**config.mk**
```make
export PLATFORM = sky130hd
export DESIGN_NAME = bram_stream_reader
export DESIGN_NICKNAME = d
export VERILOG_FILES = /design/src/rtl/bram_stream_reader.sv
export SDC_FILE = /design/constraint.sdc
export NUM_CORES = 1
export LEC_CHECK = 0
export ABC_AREA = 1
export ABC_CLOCK_PERIOD_IN_PS = 5700
export CAP_MARGIN = 20
export CELL_PAD_IN_SITES_DETAIL_PLACEMENT = 1
export CELL_PAD_IN_SITES_GLOBAL_PLACEMENT = 1
export CORE_MARGIN = 2
export CORE_UTILIZATION = 43
export DETAILED_ROUTE_END_ITERATION = 8
export PLACE_DENSITY_LB_ADDON = 0.1
export SYNTH_ARGS = -nofsm -noshare
export SYNTH_HDL_FRONTEND = slang
export SYNTH_SLANG_ARGS = --single-unit
```
**constraint.sdc**
```tcl
create_clock -name clk -period 5.7 [get_ports clk]
set_input_delay 1.425 -clock clk [delete_from_list [all_inputs] [get_ports clk]]
set_output_delay 1.425 -clock clk [all_outputs]
set_load 0.01 [all_outputs]
```
**src/rtl/bram_stream_reader.sv**
```systemverilog
// Burst read controller for one block-RAM port: fetches `length` words from `base_addr`
// and streams them out with valid/ready and last-word marking through a 2-entry skid buffer.
module bram_stream_reader #(
  parameter int unsigned N = 8,
  parameter int unsigned B = 16
) (
  input  logic         clk,
  input  logic         rst_n,
  input  logic         start,
  input  logic [N-1:0] base_addr,
  input  logic [N:0]   length,
  output logic         busy,
  output logic         done,
  output logic         mem_en,
  output logic         mem_re,
  output logic [N-1:0] mem_addr,
  input  logic [B-1:0] mem_dout,
  output logic [B-1:0] m_data,
  output logic         m_valid,
  input  logic         m_ready,
  output logic         m_last
);

  typedef enum logic [1:0] {
    IDLE = 2'd0,
    RUN  = 2'd1,
    FIN  = 2'd2
  } state_e;

  state_e       state_q, state_d;

  logic [N-1:0] base_q;
  // Only the low N bits of the length matter for addressing: offsets are taken modulo 2**N.
  logic [N-1:0] len_lo_q;
  logic [N:0]   issue_q;
  logic [N:0]   deliver_q;
  logic         inflight_q;
  logic [B-1:0] buf_q [2];
  logic         rd_ptr_q;
  logic         wr_ptr_q;
  logic [1:0]   occ_q;

  logic         accept;
  logic         pop;
  logic         push;
  logic [2:0]   level;
  logic         issue;

  always_comb begin
    accept = (state_q == IDLE) && start;
    pop    = (occ_q != 2'd0) && m_ready;
    push   = inflight_q;
    // Slots committed after this cycle: buffered + arriving - leaving.
    level  = 3'(occ_q) + 3'(inflight_q) - 3'(pop);
    issue  = (state_q == RUN) && (issue_q != '0) && (level < 3'd2);
  end

  always_ff @(posedge clk or negedge rst_n) begin
    if (!rst_n) begin
      state_q <= IDLE;
    end else begin
      state_q <= state_d;
    end
  end

  always_comb begin
    state_d = state_q;
    unique case (state_q)
      IDLE: begin
        if (start) begin
          state_d = (length != '0) ? RUN : FIN;
        end
      end
      RUN: begin
        if (pop && (deliver_q == (N+1)'(1))) begin
          state_d = FIN;
        end
      end
      FIN: begin
        state_d = IDLE;
      end
      default: begin
        state_d = IDLE;
      end
    endcase
  end

  always_comb begin
    busy     = (state_q == RUN);
    done     = (state_q == FIN);
    mem_en   = issue;
    mem_re   = issue;
    mem_addr = base_q + len_lo_q - issue_q[N-1:0];
    m_valid  = (occ_q != 2'd0);
    m_data   = buf_q[rd_ptr_q];
    m_last   = m_valid && (deliver_q == (N+1)'(1));
  end

  always_ff @(posedge clk or negedge rst_n) begin
    if (!rst_n) begin
      base_q     <= '0;
      len_lo_q   <= '0;
      issue_q    <= '0;
      deliver_q  <= '0;
      inflight_q <= 1'b0;
      buf_q[0]   <= '0;
      buf_q[1]   <= '0;
      rd_ptr_q   <= 1'b0;
      wr_ptr_q   <= 1'b0;
      occ_q      <= 2'd0;
    end else begin
      if (accept) begin
        base_q    <= base_addr;
        len_lo_q  <= length[N-1:0];
        issue_q   <= length;
        deliver_q <= length;
      end else begin
        if (issue) begin
          issue_q <= issue_q - (N+1)'(1);
        end
        if (pop) begin
          deliver_q <= deliver_q - (N+1)'(1);
        end
      end

      inflight_q <= issue;

      if (push) begin
        buf_q[wr_ptr_q] <= mem_dout;
        wr_ptr_q        <= ~wr_ptr_q;
      end
      if (pop) begin
        rd_ptr_q <= ~rd_ptr_q;
      end
      occ_q <= occ_q + 2'(push) - 2'(pop);
    end
  end

endmodule

```
==> results of run 1 <==
==> report_power, final <==
part           total [mW]  leakage [nW]  switching, mW  internal (mW)
sequential          0.948         0.896          0.179          0.769
clock               0.408         0.103          0.206          0.202
combinational        2.45          1.61           1.29           1.16
total                3.81          2.61           1.67           2.13
==> final cells by class <==
type / instances / share of cell area, %
Clock buffer: 9 / 2.444
Clock inverter: 7 / 1.407
Inverter: 82 / 6.073
Multi-Input combinational cell: 346 / 36.63
Sequential cell: 73 / 36.04
Tap cell: 129 / 3.184
Timing Repair Buffer: 70 / 14.22
==> logic make-up after synthesis <==
| group | synth area share (%) |
|---|---|
| adders and majority gates | 7.902 |
| and+or+nand+nor | 24.47 |
| xor gates and xnor gates | 2.358 |
| AOI/OAI and AO/OA | 10.72 |
| DFF | 44.72 |
| buffers and inverters | 9.831 |
==> what timing repair did <==
item                                    CTS  global route
hold buffers                              0             0
resized for setup                         0             2
endpoints found under the setup margin    0             2
==> Yosys cell counts, drive strengths merged <==
cell type,count,area share (%)
a31oi,3,0.46
inv,81,7.4
dfrtp,73,45
clkinv,1,0.092
o21ai,65,8.4
xor2,5,1.1
nor2,34,3.7
nand4,4,0.61
o211ai,1,0.18
nand3,22,3.0
or2,1,0.15
xnor2,6,1.3
nand3b,1,0.18
clkbuf,9,0.83
fa,8,3.9
a21boi,2,0.37
a21o,1,0.18
o21a,1,0.18
buf,8,1.5
a21oi,6,0.74
ha,13,4.0
o21bai,1,0.18
nand2,172,17
==> placed cells by master (no fill, tap or decap), drive strengths merged, types with 2 or more instances in the layout <==
cell type	n
ha	13
clkdlybuf4s50	64
fa	8
xor2	5
nand2	172
a21oi	6
clkbuf	9
a21boi	2
xnor2	6
o21ai	65
buf	5
nor2	34
a31oi	3
dfrtp	73
inv	81
clkinv	7
nand4	4
nand3	22
==> worst max-delay path, stage by stage <==
cell,delay [ns]
clkdlybuf4s50_1,0.44
o21ai_1,0.15
inv_2,0.09
ha_1,0.29
inv_1,0.04
ha_1,0.18
fa_1,0.40
xnor2_1,0.19
nor2_4,0.13
nand2_4,0.09
inv_1,0.10
clkdlybuf4s50_1,0.54
==> registers in the layout, indices dropped and copies added, names as in the netlist <==
name / flops
base_q: 8
buf_q: 32
deliver_q: 9
inflight_q: 1
issue_q: 9
len_lo_q: 8
occ_q: 2
rd_ptr_q: 1
state_q: 2
wr_ptr_q: 1
==> path summary, 6_finish.rpt <==
check	endpoint	slack, ns	depth (start not counted)
max in group asynchronous	issue_q[8]	3.89	3
worst min-delay path	buf_q[26]	0.49	2
min in group asynchronous	buf_q[18]	0.91	1
worst max register to register	issue_q[0]	3.05	12
worst min register to register	buf_q[26]	0.49	2
worst max-delay path	mem_en	0.19	12
==> metal layers <==
metal	wire, um	share of wire (%)
met2	5115	50
met4	146	1.4
met5	0	0
met1	4721	46
met3	272	2.7
==> through the flow <==
stage	cells	hold slack (ns)
5_1_grt	716	0.5118
2_1_floorplan	518	0.4529
3_3_place_gp	698	0.4663
4_1_cts	714	0.4953
6_report	716	0.4916
3_5_place_dp	698	0.4759
==> run metrics, run 1 <==
H-tree depth=3; area taken by multi-input logic gates=0.001857 mm^2; worst slack at placement=0.1466 ns; Post-Route Utilization=54.85%; cts bufs inserted=9; Slew @ Worst Pin=0.9692 ns; Row Count=35; clock sinks=73; CP max FO=6; post-layout min period=5.510 ns; initial antenna violation count=0; Final Hold Vio Count=0; maximum clock frequency=181.5 MHz; Setup WS post-layout=0.1898 ns; antenna cell count=0; first drt pass iteration count=4; Clock Path Buffers=2; Core ar.=0.009240 mm^2; Post-Syn Area=0.004085 mm^2; met1 Resource Use GR=28.58%; DR vias/cell=4.863; VDD IR max=652.9 uV; M2 GR Usage=36.47%; Max Cap Violations=0; final setup TNS=0 ns; Yosys reg bits=73; root buf cell=clkbuf_8; gr usage total=21.30%; Worst R2R Start=occ_q[1]; Seq/Total Area, Yosys=44.72%; Slew Viols, Final=0; Clock Skews=0.01154 ns; first-pass GRT wire length=17.29 mm; cell area after layout=0.005069 mm^2; Post-Syn Area per Cell=7.886 um^2; RSZ-0062 raised after global routing=false; area growth from synthesis to layout=24.07%; Netlist cell types=33; largest net degree at the start of global routing=47; layout cells sized above 1=8.518%; drt initial violations=80; met3 Use GR=2.484%; DP Area=0.004823 mm^2; fin crit share=96.67%; placer's final routability congestion estimate=0.8346; Port Buffer Count=66; Worst Path Required=4.28 ns; Layout fillers=1156; total power draw=3.806 mW; fin nets=640; outcome=complete, no violations; Max transition margin=35.23%; CTS tree=yes; Crit. Startpoint=m_ready; Hold Crit Class=flip-flop to flip-flop; final setup fails=0; critical path endpoint category=output port; Reg area=0.001827 mm^2; post-DP HPWL=7.378 mm; vias in the first global route=3652; Synth Instances=518; total power density per cell area=750.9 mW/mm^2; GRT overflow=0; worst-skew pair later-pin latency=0.34 ns; initial core utilization=44.21%; layer with the highest usage=met2; WL per Instance=14.32 um; antenna-violating nets left=0; Die X=101.5 um; startpoint types=primary input; Die H=101.5 um; crit path kind=primary input to output port; clock transition at the registers of the reported paths=0.08 ns; Mapped Nets=576; vias post-DR=3482; crit path DAT=4.09 ns; die area=0.01030 mm^2; worst hold start=buf_q[26]; Pleak=2.606 nW; synth warn=0; io pins=67; Post-CTS Setup Bufs=0; DRC=0; drt total wl=10.26 mm
(Power assumes the default switching activity.)
==> run 2, diff against run 1 <==
--- a/config.mk
+++ b/config.mk
@@ -12,6 +12,7 @@
 export CELL_PAD_IN_SITES_GLOBAL_PLACEMENT = 1
 export CORE_MARGIN = 2
 export CORE_UTILIZATION = 43
+export CTS_CLUSTER_SIZE = 8
 export DETAILED_ROUTE_END_ITERATION = 8
 export PLACE_DENSITY_LB_ADDON = 0.1
 export SYNTH_ARGS = -nofsm -noshare
==> results of run 2 <==
Same layout as run 1: the final DEF is identical, and so are final timing and power.
==> run 3, diff against run 2 <==
--- a/config.mk
+++ b/config.mk
@@ -12,9 +12,8 @@
 export CELL_PAD_IN_SITES_GLOBAL_PLACEMENT = 1
 export CORE_MARGIN = 2
 export CORE_UTILIZATION = 43
-export CTS_CLUSTER_SIZE = 8
 export DETAILED_ROUTE_END_ITERATION = 8
-export PLACE_DENSITY_LB_ADDON = 0.1
+export PLACE_DENSITY = 0.91
 export SYNTH_ARGS = -nofsm -noshare
 export SYNTH_HDL_FRONTEND = slang
 export SYNTH_SLANG_ARGS = --single-unit
==> run metrics, run 3 (synthesis gave the netlist of run 1 again) <==
outcome=complete, no violations; Slew @ Worst Pin=0.9775 ns (+0.008325 ns); combinational power share=63.7% (-0.7 points); initial core utilization=44.21% (unchanged); Seq pwr share=24.3% (-0.6 points); clock transition at the registers of the reported paths=0.07 ns (about the same); clock sinks=73 (unchanged); gr usage total=21.88% (+0.58 points); WL per Instance=14.81 um (+3.4%); H-tree depth=3 (unchanged); flip-flop count of the largest register after layout=32 (unchanged); Clock Skews=0.007083 ns (-0.004453 ns); Port Buffer Count=66 (unchanged); antenna cell count=0 (unchanged); biggest regs=buf_q (32), deliver_q (9), issue_q (9); vias in the first global route=3808 (+4.3%); root buf cell=clkbuf_8; initial antenna violation count=0 (unchanged); CP max FO=6 (unchanged); Max Cap Violations=0 (unchanged); GRT overflow=0 (unchanged); first drt pass iteration count=4 (unchanged); Row Count=35 (unchanged); RSZ-0062 raised after global routing=false; Core ar.=0.009240 mm^2 (unchanged); post-layout min period=5.206 ns (-0.3043 ns); Sw Share=44.10% (+0.17 points); hold_ws=0.4962 ns (+0.004597 ns); drt total wl=10.58 mm (+3.1%); crit path DAT=3.78 ns (-0.31 ns); cts bufs inserted=9 (unchanged); total power draw=3.906 mW (+2.6%); Max transition margin=34.83% (-0.40 points); largest net degree at the start of global routing=44 (-6.4%); vias post-DR=3596 (+3.3%); VDD IR max=698.2 uV (+6.9%); layout cells sized above 1=8.034% (-0.48 points); P_sw=1.722 mW (+3.0%); critical path endpoint category=output port; final setup TNS=0 ns (unchanged); Int Power=2.183 mW (+2.3%); hold_buf cts=0 (unchanged); first-pass GRT wire length=17.60 mm (+1.8%); Hold Crit Class=flip-flop to flip-flop; DP Area=0.004823 mm^2 (unchanged); Layout fillers=1133 (-2.0%); final setup fails=0 (unchanged); die area=0.01030 mm^2 (unchanged); placer's final routability congestion estimate=0.8210 (-1.6%); total power density per cell area=772.3 mW/mm^2 (+2.9%); fin nets=638 (-0.31%); most frequent cells in the layout=nand2_1, inv_1, dfrtp_1, clkdlybuf4s50_1, o21ai_0; drt initial violations=128 (+60%); Setup WS post-layout=0.4941 ns (+0.3043 ns); post-DP HPWL=7.891 mm (+7.0%); worst slack at placement=0.1070 ns (-0.03956 ns); crit path kind=primary input to output port; io pins=67 (unchanged); DR vias/cell=5.036 (+3.6%); Slew Viols, Final=0 (unchanged); cell area after layout=0.005057 mm^2 (-0.22%); top register by number of flip-flops=buf_q; Worst Path Required=4.28 ns (about the same); CTS tree=yes; fin crit share=91.33% (-5.3 points); Clock Path Buffers=2 (unchanged); clock share of power=12.0% (+1.3 points); area growth from synthesis to layout=23.80%; Final Hold Vio Count=0 (unchanged); Die X=101.5 um (unchanged); antenna-violating nets left=0 (unchanged); Pleak=2.614 nW (+0.30%); startpoint types=primary input; Die H=101.5 um (unchanged); most common cell after layout, fill and taps aside=nand2_1; maximum clock frequency=192.1 MHz (+5.8%); worst-skew pair later-pin latency=0.36 ns (+0.02 ns); DRC=0 (unchanged)
==> run 3: final timing paths <==
kind | start | end | slack, ns | depth (start not counted)
setup / recovery | m_ready | mem_en | 0.49 | 13
setup reg to reg | occ_q[1] | issue_q[1] | 3.18 | 13
hold / removal | base_q[0] | base_q[0] | 0.50 | 2
min in group asynchronous | rst_n | buf_q[18] | 1.10 | 1
hold reg to reg | base_q[0] | base_q[0] | 0.50 | 2
max in group asynchronous | rst_n | state_q[0] | 3.57 | 2
==> run 3: cell type report <==
cell class	instances	area, um^2	area share [%]
Multi-Input combinational cell	346	1857	36.71
Sequential cell	73	1827	36.12
Timing Repair Buffer	68	675.6	13.36
Inverter	82	307.8	6.086
Tap cell	129	161.4	3.191
Clock buffer	10	137.6	2.721
Clock inverter	6	91.34	1.806
==> run 3: power groups by stage <==
stage	Combinational [mW]	Clock (mW)	Sequential, mW
floorplan	1.57	0	0.889
global placement	2.36	0	0.937
detailed placement	2.50	0	0.958
CTS	2.52	0.474	0.952
global route	2.77	0.494	0.983
finish	2.49	0.468	0.951
==> run 3: timing repair <==
| item | CTS | global route |
|---|---|---|
| buffers inserted | 0 | 0 |
| endpoints found under the setup margin | 0 | 2 |
| resized for setup | 0 | 2 |
==> run 3: metal layers <==
metal  vias to the layer above  part of all wire [%]  GRT usage [%]
li1                       1719                     -              -
met1                      1772                    43          25.90
met2                        89                    51          39.48
met3                        16                   4.2          3.796
met4                         0                   1.9          8.524
met5                         -                     0              0
==> run 3: per-stage QoR <==
| stage | cells | utilization (%) |
|---|---|---|
| after floorplan | 518 | - |
| after global placement | 698 | 52.20 |
| after detailed placement | 698 | 52.20 |
| after CTS | 714 | 54.68 |
| after global routing | 714 | 54.73 |
| final | 714 | 54.73 |
==> run 3: critical path, stage by stage <==
cell	delay, ns
clkdlybuf4s50_1	0.46
o21ai_1	0.13
inv_1	0.11
ha_1	0.28
inv_1	0.04
ha_1	0.18
fa_1	0.47
inv_1	0.10
nand2_2	0.07
nor2_4	0.14
nand2_4	0.10
inv_1	0.12
dlymetal6s2s_1	0.18
